`src/rtl/vec_mem_pkg.sv`:
```
// Shared layout of the dotProduct vector memory: element width, vector geometry
// and the state encoding of the read-side pair fetcher.
package vec_mem_pkg;

  localparam int DATA_WIDTH        = 8;
  localparam int NUMBER_OF_VECTORS = 4;
  localparam int VEC_LEN           = 8;
  localparam int DEPTH             = VEC_LEN * NUMBER_OF_VECTORS;
  localparam int ADDR_WIDTH        = 5;
  localparam int IDX_WIDTH         = 2;

  localparam logic [2:0] ST_IDLE_ENC   = 3'd0;
  localparam logic [2:0] ST_RD_A_ENC   = 3'd1;
  localparam logic [2:0] ST_RD_B_ENC   = 3'd2;
  localparam logic [2:0] ST_WAIT_B_ENC = 3'd3;
  localparam logic [2:0] ST_OUT_ENC    = 3'd4;
  localparam logic [2:0] ST_DONE_ENC   = 3'd5;

  typedef enum logic [2:0] {
    ST_IDLE   = ST_IDLE_ENC,
    ST_RD_A   = ST_RD_A_ENC,
    ST_RD_B   = ST_RD_B_ENC,
    ST_WAIT_B = ST_WAIT_B_ENC,
    ST_OUT    = ST_OUT_ENC,
    ST_DONE   = ST_DONE_ENC
  } fetch_state_e;

endpackage

```
`src/rtl/vector_pair_fetch_if.sv`:
```
// Memory read port plus the (A[i], B[i]) pair stream of the vector pair fetcher.
// Pair stream: a pair transfers on a rising edge where out_valid && out_ready; once
// out_valid is high, out_a/out_b/out_last hold until that transfer. out_ready has no
// effect while out_valid is low. rd_data is valid the cycle after rd_en is sampled.
interface vector_pair_fetch_if #(
  parameter int DATA_WIDTH = vec_mem_pkg::DATA_WIDTH,
  parameter int ADDR_WIDTH = vec_mem_pkg::ADDR_WIDTH
);

  logic                  rd_en;
  logic [ADDR_WIDTH-1:0] rd_addr;
  logic [DATA_WIDTH-1:0] rd_data;

  logic                  out_valid;
  logic                  out_ready;
  logic [DATA_WIDTH-1:0] out_a;
  logic [DATA_WIDTH-1:0] out_b;
  logic                  out_last;

  modport master (
    output rd_en, rd_addr, out_valid, out_a, out_b, out_last,
    input  rd_data, out_ready
  );

  modport slave (
    input  rd_en, rd_addr, out_valid, out_a, out_b, out_last,
    output rd_data, out_ready
  );

endinterface

```
`src/rtl/vector_pair_fetch.sv`:
```
// Fetches vectors A and B element by element from the vector memory and streams
// aligned (A[i], B[i]) pairs to the MAC. All outputs come straight from flops.
module vector_pair_fetch #(
  parameter int DATA_WIDTH        = vec_mem_pkg::DATA_WIDTH,
  parameter int NUMBER_OF_VECTORS = vec_mem_pkg::NUMBER_OF_VECTORS,
  parameter int VEC_LEN           = vec_mem_pkg::VEC_LEN,
  parameter int DEPTH             = VEC_LEN * NUMBER_OF_VECTORS,
  parameter int ADDR_WIDTH        = vec_mem_pkg::ADDR_WIDTH,
  parameter int IDX_WIDTH         = vec_mem_pkg::IDX_WIDTH
) (
  input  logic                 clk,
  input  logic                 rst_n,
  input  logic                 start,
  input  logic [IDX_WIDTH-1:0] vec_a_idx,
  input  logic [IDX_WIDTH-1:0] vec_b_idx,
  output logic                 busy,
  output logic                 done,
  output logic [2:0]           dbg_state,
  vector_pair_fetch_if.master  bus
);

  import vec_mem_pkg::*;

  localparam int CNT_WIDTH = (VEC_LEN > 1) ? $clog2(VEC_LEN) : 1;
  localparam logic [CNT_WIDTH-1:0]  LAST_IDX  = CNT_WIDTH'(VEC_LEN - 1);
  localparam logic [ADDR_WIDTH-1:0] VEC_LEN_A = ADDR_WIDTH'(VEC_LEN);

  fetch_state_e          state_q, state_d;
  logic [CNT_WIDTH-1:0]  i_q, i_d;
  logic [ADDR_WIDTH-1:0] base_a_q, base_a_d;
  logic [ADDR_WIDTH-1:0] base_b_q, base_b_d;
  logic                  busy_q, busy_d;
  logic                  done_q, done_d;
  logic                  rd_en_q, rd_en_d;
  logic [ADDR_WIDTH-1:0] rd_addr_q, rd_addr_d;
  logic                  out_valid_q, out_valid_d;
  logic                  out_last_q, out_last_d;
  logic [DATA_WIDTH-1:0] out_a_q, out_a_d;
  logic [DATA_WIDTH-1:0] out_b_q, out_b_d;

  always_comb begin
    state_d  = state_q;
    i_d      = i_q;
    base_a_d = base_a_q;
    base_b_d = base_b_q;
    out_a_d  = out_a_q;
    out_b_d  = out_b_q;

    case (state_q)
      ST_IDLE: begin
        if (start) begin
          base_a_d = ADDR_WIDTH'(vec_a_idx) * VEC_LEN_A;
          base_b_d = ADDR_WIDTH'(vec_b_idx) * VEC_LEN_A;
          i_d      = '0;
          state_d  = ST_RD_A;
        end
      end
      ST_RD_A:   state_d = ST_RD_B;
      ST_RD_B: begin
        out_a_d = bus.rd_data;
        state_d = ST_WAIT_B;
      end
      ST_WAIT_B: begin
        out_b_d = bus.rd_data;
        state_d = ST_OUT;
      end
      ST_OUT: begin
        // In OUT the registered out_valid is high, so out_ready alone completes the transfer.
        if (bus.out_ready) begin
          if (i_q == LAST_IDX) begin
            state_d = ST_DONE;
          end else begin
            i_d     = i_q + CNT_WIDTH'(1);
            state_d = ST_RD_A;
          end
        end
      end
      ST_DONE:   state_d = ST_IDLE;
      default:   state_d = ST_IDLE;
    endcase

    // Outputs are decoded from the next state so they appear registered in that state.
    busy_d      = (state_d != ST_IDLE);
    done_d      = (state_d == ST_DONE);
    rd_en_d     = (state_d == ST_RD_A) || (state_d == ST_RD_B);
    out_valid_d = (state_d == ST_OUT);
    out_last_d  = (state_d == ST_OUT) && (i_d == LAST_IDX);
    rd_addr_d   = rd_addr_q;
    if (state_d == ST_RD_A) begin
      rd_addr_d = base_a_d + ADDR_WIDTH'(i_d);
    end else if (state_d == ST_RD_B) begin
      rd_addr_d = base_b_d + ADDR_WIDTH'(i_d);
    end
  end

  always_ff @(posedge clk or negedge rst_n) begin
    if (!rst_n) begin
      state_q     <= ST_IDLE;
      i_q         <= '0;
      base_a_q    <= '0;
      base_b_q    <= '0;
      busy_q      <= 1'b0;
      done_q      <= 1'b0;
      rd_en_q     <= 1'b0;
      rd_addr_q   <= '0;
      out_valid_q <= 1'b0;
      out_last_q  <= 1'b0;
      out_a_q     <= '0;
      out_b_q     <= '0;
    end else begin
      state_q     <= state_d;
      i_q         <= i_d;
      base_a_q    <= base_a_d;
      base_b_q    <= base_b_d;
      busy_q      <= busy_d;
      done_q      <= done_d;
      rd_en_q     <= rd_en_d;
      rd_addr_q   <= rd_addr_d;
      out_valid_q <= out_valid_d;
      out_last_q  <= out_last_d;
      out_a_q     <= out_a_d;
      out_b_q     <= out_b_d;
    end
  end

  assign busy          = busy_q;
  assign done          = done_q;
  assign dbg_state     = state_q;
  assign bus.rd_en     = rd_en_q;
  assign bus.rd_addr   = rd_addr_q;
  assign bus.out_valid = out_valid_q;
  assign bus.out_last  = out_last_q;
  assign bus.out_a     = out_a_q;
  assign bus.out_b     = out_b_q;

endmodule

```
`src/flat_wrapper.sv`:
```
// flat-port wrapper written by rule: the top's interface ports become plain ports
module vector_pair_fetch_flat import vec_mem_pkg::*;
#(
  parameter int DATA_WIDTH        = vec_mem_pkg::DATA_WIDTH,
  parameter int NUMBER_OF_VECTORS = vec_mem_pkg::NUMBER_OF_VECTORS,
  parameter int VEC_LEN           = vec_mem_pkg::VEC_LEN,
  parameter int DEPTH             = VEC_LEN * NUMBER_OF_VECTORS,
  parameter int ADDR_WIDTH        = vec_mem_pkg::ADDR_WIDTH,
  parameter int IDX_WIDTH         = vec_mem_pkg::IDX_WIDTH
)
  (clk, rst_n, start, vec_a_idx, vec_b_idx, busy, done, dbg_state, bus_rd_en, bus_rd_addr, bus_out_valid, bus_out_a, bus_out_b, bus_out_last, bus_rd_data, bus_out_ready);
  vector_pair_fetch_if #(.DATA_WIDTH(DATA_WIDTH), .ADDR_WIDTH(ADDR_WIDTH)) bus_i ();
  input  logic clk;
  input  logic rst_n;
  input  logic start;
  input  logic [IDX_WIDTH-1:0] vec_a_idx;
  input  logic [IDX_WIDTH-1:0] vec_b_idx;
  output logic busy;
  output logic done;
  output logic [2:0] dbg_state;
  output wire logic [$bits(bus_i.rd_en)-1:0] bus_rd_en;
  output wire logic [$bits(bus_i.rd_addr)-1:0] bus_rd_addr;
  output wire logic [$bits(bus_i.out_valid)-1:0] bus_out_valid;
  output wire logic [$bits(bus_i.out_a)-1:0] bus_out_a;
  output wire logic [$bits(bus_i.out_b)-1:0] bus_out_b;
  output wire logic [$bits(bus_i.out_last)-1:0] bus_out_last;
  input wire logic [$bits(bus_i.rd_data)-1:0] bus_rd_data;
  input wire logic [$bits(bus_i.out_ready)-1:0] bus_out_ready;
  assign bus_rd_en = bus_i.rd_en;
  assign bus_rd_addr = bus_i.rd_addr;
  assign bus_out_valid = bus_i.out_valid;
  assign bus_out_a = bus_i.out_a;
  assign bus_out_b = bus_i.out_b;
  assign bus_out_last = bus_i.out_last;
  assign bus_i.rd_data = bus_rd_data;
  assign bus_i.out_ready = bus_out_ready;
  vector_pair_fetch #(.DATA_WIDTH(DATA_WIDTH), .NUMBER_OF_VECTORS(NUMBER_OF_VECTORS), .VEC_LEN(VEC_LEN), .DEPTH(DEPTH), .ADDR_WIDTH(ADDR_WIDTH), .IDX_WIDTH(IDX_WIDTH)) u_core (.clk(clk), .rst_n(rst_n), .start(start), .vec_a_idx(vec_a_idx), .vec_b_idx(vec_b_idx), .busy(busy), .done(done), .dbg_state(dbg_state), .bus(bus_i));
endmodule
```
`config.mk`:
```
export PLATFORM = sky130hd
export DESIGN_NAME = vector_pair_fetch_flat
export DESIGN_NICKNAME = d
export VERILOG_FILES = /design/src/rtl/vec_mem_pkg.sv /design/src/rtl/vector_pair_fetch_if.sv /design/src/rtl/vector_pair_fetch.sv /design/src/flat_wrapper.sv
export SDC_FILE = /design/constraint.sdc
export NUM_CORES = 1
export LEC_CHECK = 0
export CAP_MARGIN = 20
export CORE_MARGIN = 3
export CORE_UTILIZATION = 45
export CTS_CLUSTER_SIZE = 20
export DETAILED_ROUTE_END_ITERATION = 10
export GPL_ROUTABILITY_DRIVEN = 1
export PLACE_DENSITY = 0.74
export SLEW_MARGIN = 20
export SYNTH_ARGS = -nofsm -noshare
export SYNTH_HDL_FRONTEND = slang
export SYNTH_SLANG_ARGS = --single-unit
```
`constraint.sdc`:
```
create_clock -name clk -period 3.9 [get_ports clk]
set_input_delay 0.585 -clock clk [delete_from_list [all_inputs] [get_ports clk]]
set_output_delay 0.585 -clock clk [all_outputs]
set_load 0.02 [all_outputs]
```
==> results.cfg <==
[sta]
fin_skew_ns = 0.00942
max_freq_ghz = 0.322
slew_headroom_pct = 38.8
tns_ns = 0
hold_viol_final = 0
slew_viol_final = 0
tightest_slew_ns = 0.918
grt_setup_unrepaired = no
final.period_utilization_pct = 79.7
final-setup-viol-count = 0
timing.final.crit_period_ns = 3.11

[floorplanning]
start_util_pct = 48.1
core-area_mm2 = 0.00377
rows = 22
dieHeight_um = 69.5
io_pins = 45
die_w_um = 69.5
die_area_mm2 = 0.00483

[critical_path]
cp_max_fo = 8
criticalPathCategory = input port to register
endpoint_kind = register
crit_path_start_kind = input port
crit_buf_inv = 4
critPathTopFamily = compound AO/OA/AOI/OAI gates
r2r_start = u_core.dbg_state[2]
slowest_stage = clkdlybuf4s50_1
worstPathRequired_ns = 4.12
crit_chain = clkdlybuf4s50_1 -> a21bo_2 -> a2111oi_4 -> buf_4 -> mux2_2 -> ha_1 -> inv_1 -> fa_1 -> inv_1 -> a21o_1 -> a211o_1 -> nand3_1
r2r_slack_ns = 0.97
worst_path_most_repeated_cell = inv_1
crit_arrival_ns = 3.33
cp-startpoint = bus_out_ready
slowest_delay_ns = 0.53

[clock_tree]
cts_resized = 0
clock_latency_ns = 0.29
cts_hold_buf = 0
numCtsBuffers = 5
clock_sinks = 42
cts_tree = built
postCtsSetupRepairBufs = 0
clkTransAtPathRegs_ns = 0.08
htreeDepth = 2
cts_buffer_depth = 2
cts_root_buf = clkbuf_8

[pwr]
powerDensity_mw_per_mm2 = 785
total_power_w = 0.00187
p_leak_nw = 1.10
ir_drop_mv = 0.471

[yosys]
syn_area_per_cell_um2 = 12.9
synth_area_mm2 = 0.00181
synth.area.top_cells = dfrtp_1, mux2_2, mux2i_1, ha_1, nand2_1
synthCells = 141
synth_top_area_cell = dfrtp_1
yosysWarningCount = 0
yosysSeqAreaShare_pct = 57.9
synth_cell_types = 30
syn_nets = 162
yosysTopAreaCellShare_pct = 57.9
ys_ff_latch = 42

[global_route]
grt_antenna_before_repair = 0
grt_pass1_wl_mm = 6.40
grt-ovfl-total = 0
grt_pass1_vias = 1360
grt_max_degree = 43
grtUsageTotal_pct = 16.8

[layout]
fin_nets = 210
layout_common_cells = clkdlybuf4s50_1, dfrtp_1, mux2_2
layout_commonest_cell = clkdlybuf4s50_1
final_area_mm2 = 0.00238
area_growth_pct = 31.3
num_antenna_cells = 0
fillCellCount = 289
drive_gt1_share_pct = 18.5

[drt]
avgRoutedWirePerCell_um = 14.9
dr.pass1.iters = 4
antenna_left = 0
viasPerCell = 5.11
drt-initial-drc-count = 69
vias = 1212
routed_wl_mm = 3.54
drc_errors = 0

[worst_hold_path]
min_path_type = input port to async pin

[run]
cap_violations = 0

[placed_design]
place_area_mm2 = 0.00230
post-dp-hpwl_mm = 2.60
gp_congestion = 0.753
port_buffers = 44

[status]
outcome = finished clean
path summary, 6_finish.rpt:
path                       cells past startpoint                     to
max                                           12  u_core.bus.rd_addr[4]
min                                            1    u_core.bus.out_last
max reg2reg                                   11  u_core.bus.rd_addr[4]
min reg2reg                                    2     u_core.base_b_q[1]
max in group asynchronous                      1    u_core.bus.out_a[7]
min in group clk                               2     u_core.base_b_q[1]
registers in the layout (all words and copies together) (netlist names), 3 cells and up:
signal and flops:
u_core.bus.out_a 8, u_core.bus.out_b 8, u_core.base_a_q 5, u_core.base_b_q 5, u_core.bus.rd_addr 5, u_core.dbg_state 3
u_core.i_q 3
final cells by class:
| cell class | count | area, um^2 | share of cell area, % |
|---|---|---|---|
| sequential | 42 | 1050 | 44.1 |
| tap | 48 | 60.1 | 2.52 |
| timing repair buffer | 46 | 450 | 18.9 |
| clock inverter | 2 | 10.0 | 0.420 |
| clock buffer | 5 | 68.8 | 2.89 |
| inverter | 10 | 37.5 | 1.58 |
| multi-input combinational | 84 | 704 | 29.6 |
Yosys cell counts, drive strengths merged:
master	number
and4	1
nor4	1
a2111oi	1
clkbuf	3
mux2i	7
nand2	11
a21o	3
nand4	1
nand3b	2
xnor2	1
ha	4
nor3b	1
fa	1
a21bo	1
nor2	6
o21ai	4
and4bb	1
a22o	1
a21oi	4
a211o	1
nand3	3
inv	10
buf	2
nor2b	4
nor4b	1
mux2	20
dfrtp	42
or3	1
xor2	3
per-layer routing:
layer	global-route usage [%]	wire length, um
met5	0	0
met4	6.51	57
met2	28.9	1850
met3	5.51	186
met1	19.2	1450
logic make-up after synthesis:
group	count (synthesis)	share of synthesized area, %
mux	27	16.3
fa+ha+maj	5	3.86
simple gates	33	10.3
flops	42	57.9
xor+xnor	4	1.93
compound gates	15	6.48
buf+inv	15	3.24
power breakdown:
group / internal [W] / switching [W] / leakage [nW] / total (W)
Combinational: 0.000454 / 0.000436 / 0.531 / 0.000891
Sequential: 0.000596 / 0.000123 / 0.528 / 0.000719
Clock: 0.000120 / 0.000140 / 0.0438 / 0.000260
through the flow:
stage,cells,hold slack [ns],utilization (%),worst slack [ns]
3_3_place_gp,230,0.442,61.1,0.604
6_report,237,0.425,63.2,0.791
4_1_cts,237,0.449,63.2,0.789
5_1_grt,237,0.489,63.2,0.636
2_1_floorplan,141,0.289,-,1.10
3_5_place_dp,230,0.450,61.1,0.488
Power figures use the tool's default switching activity.
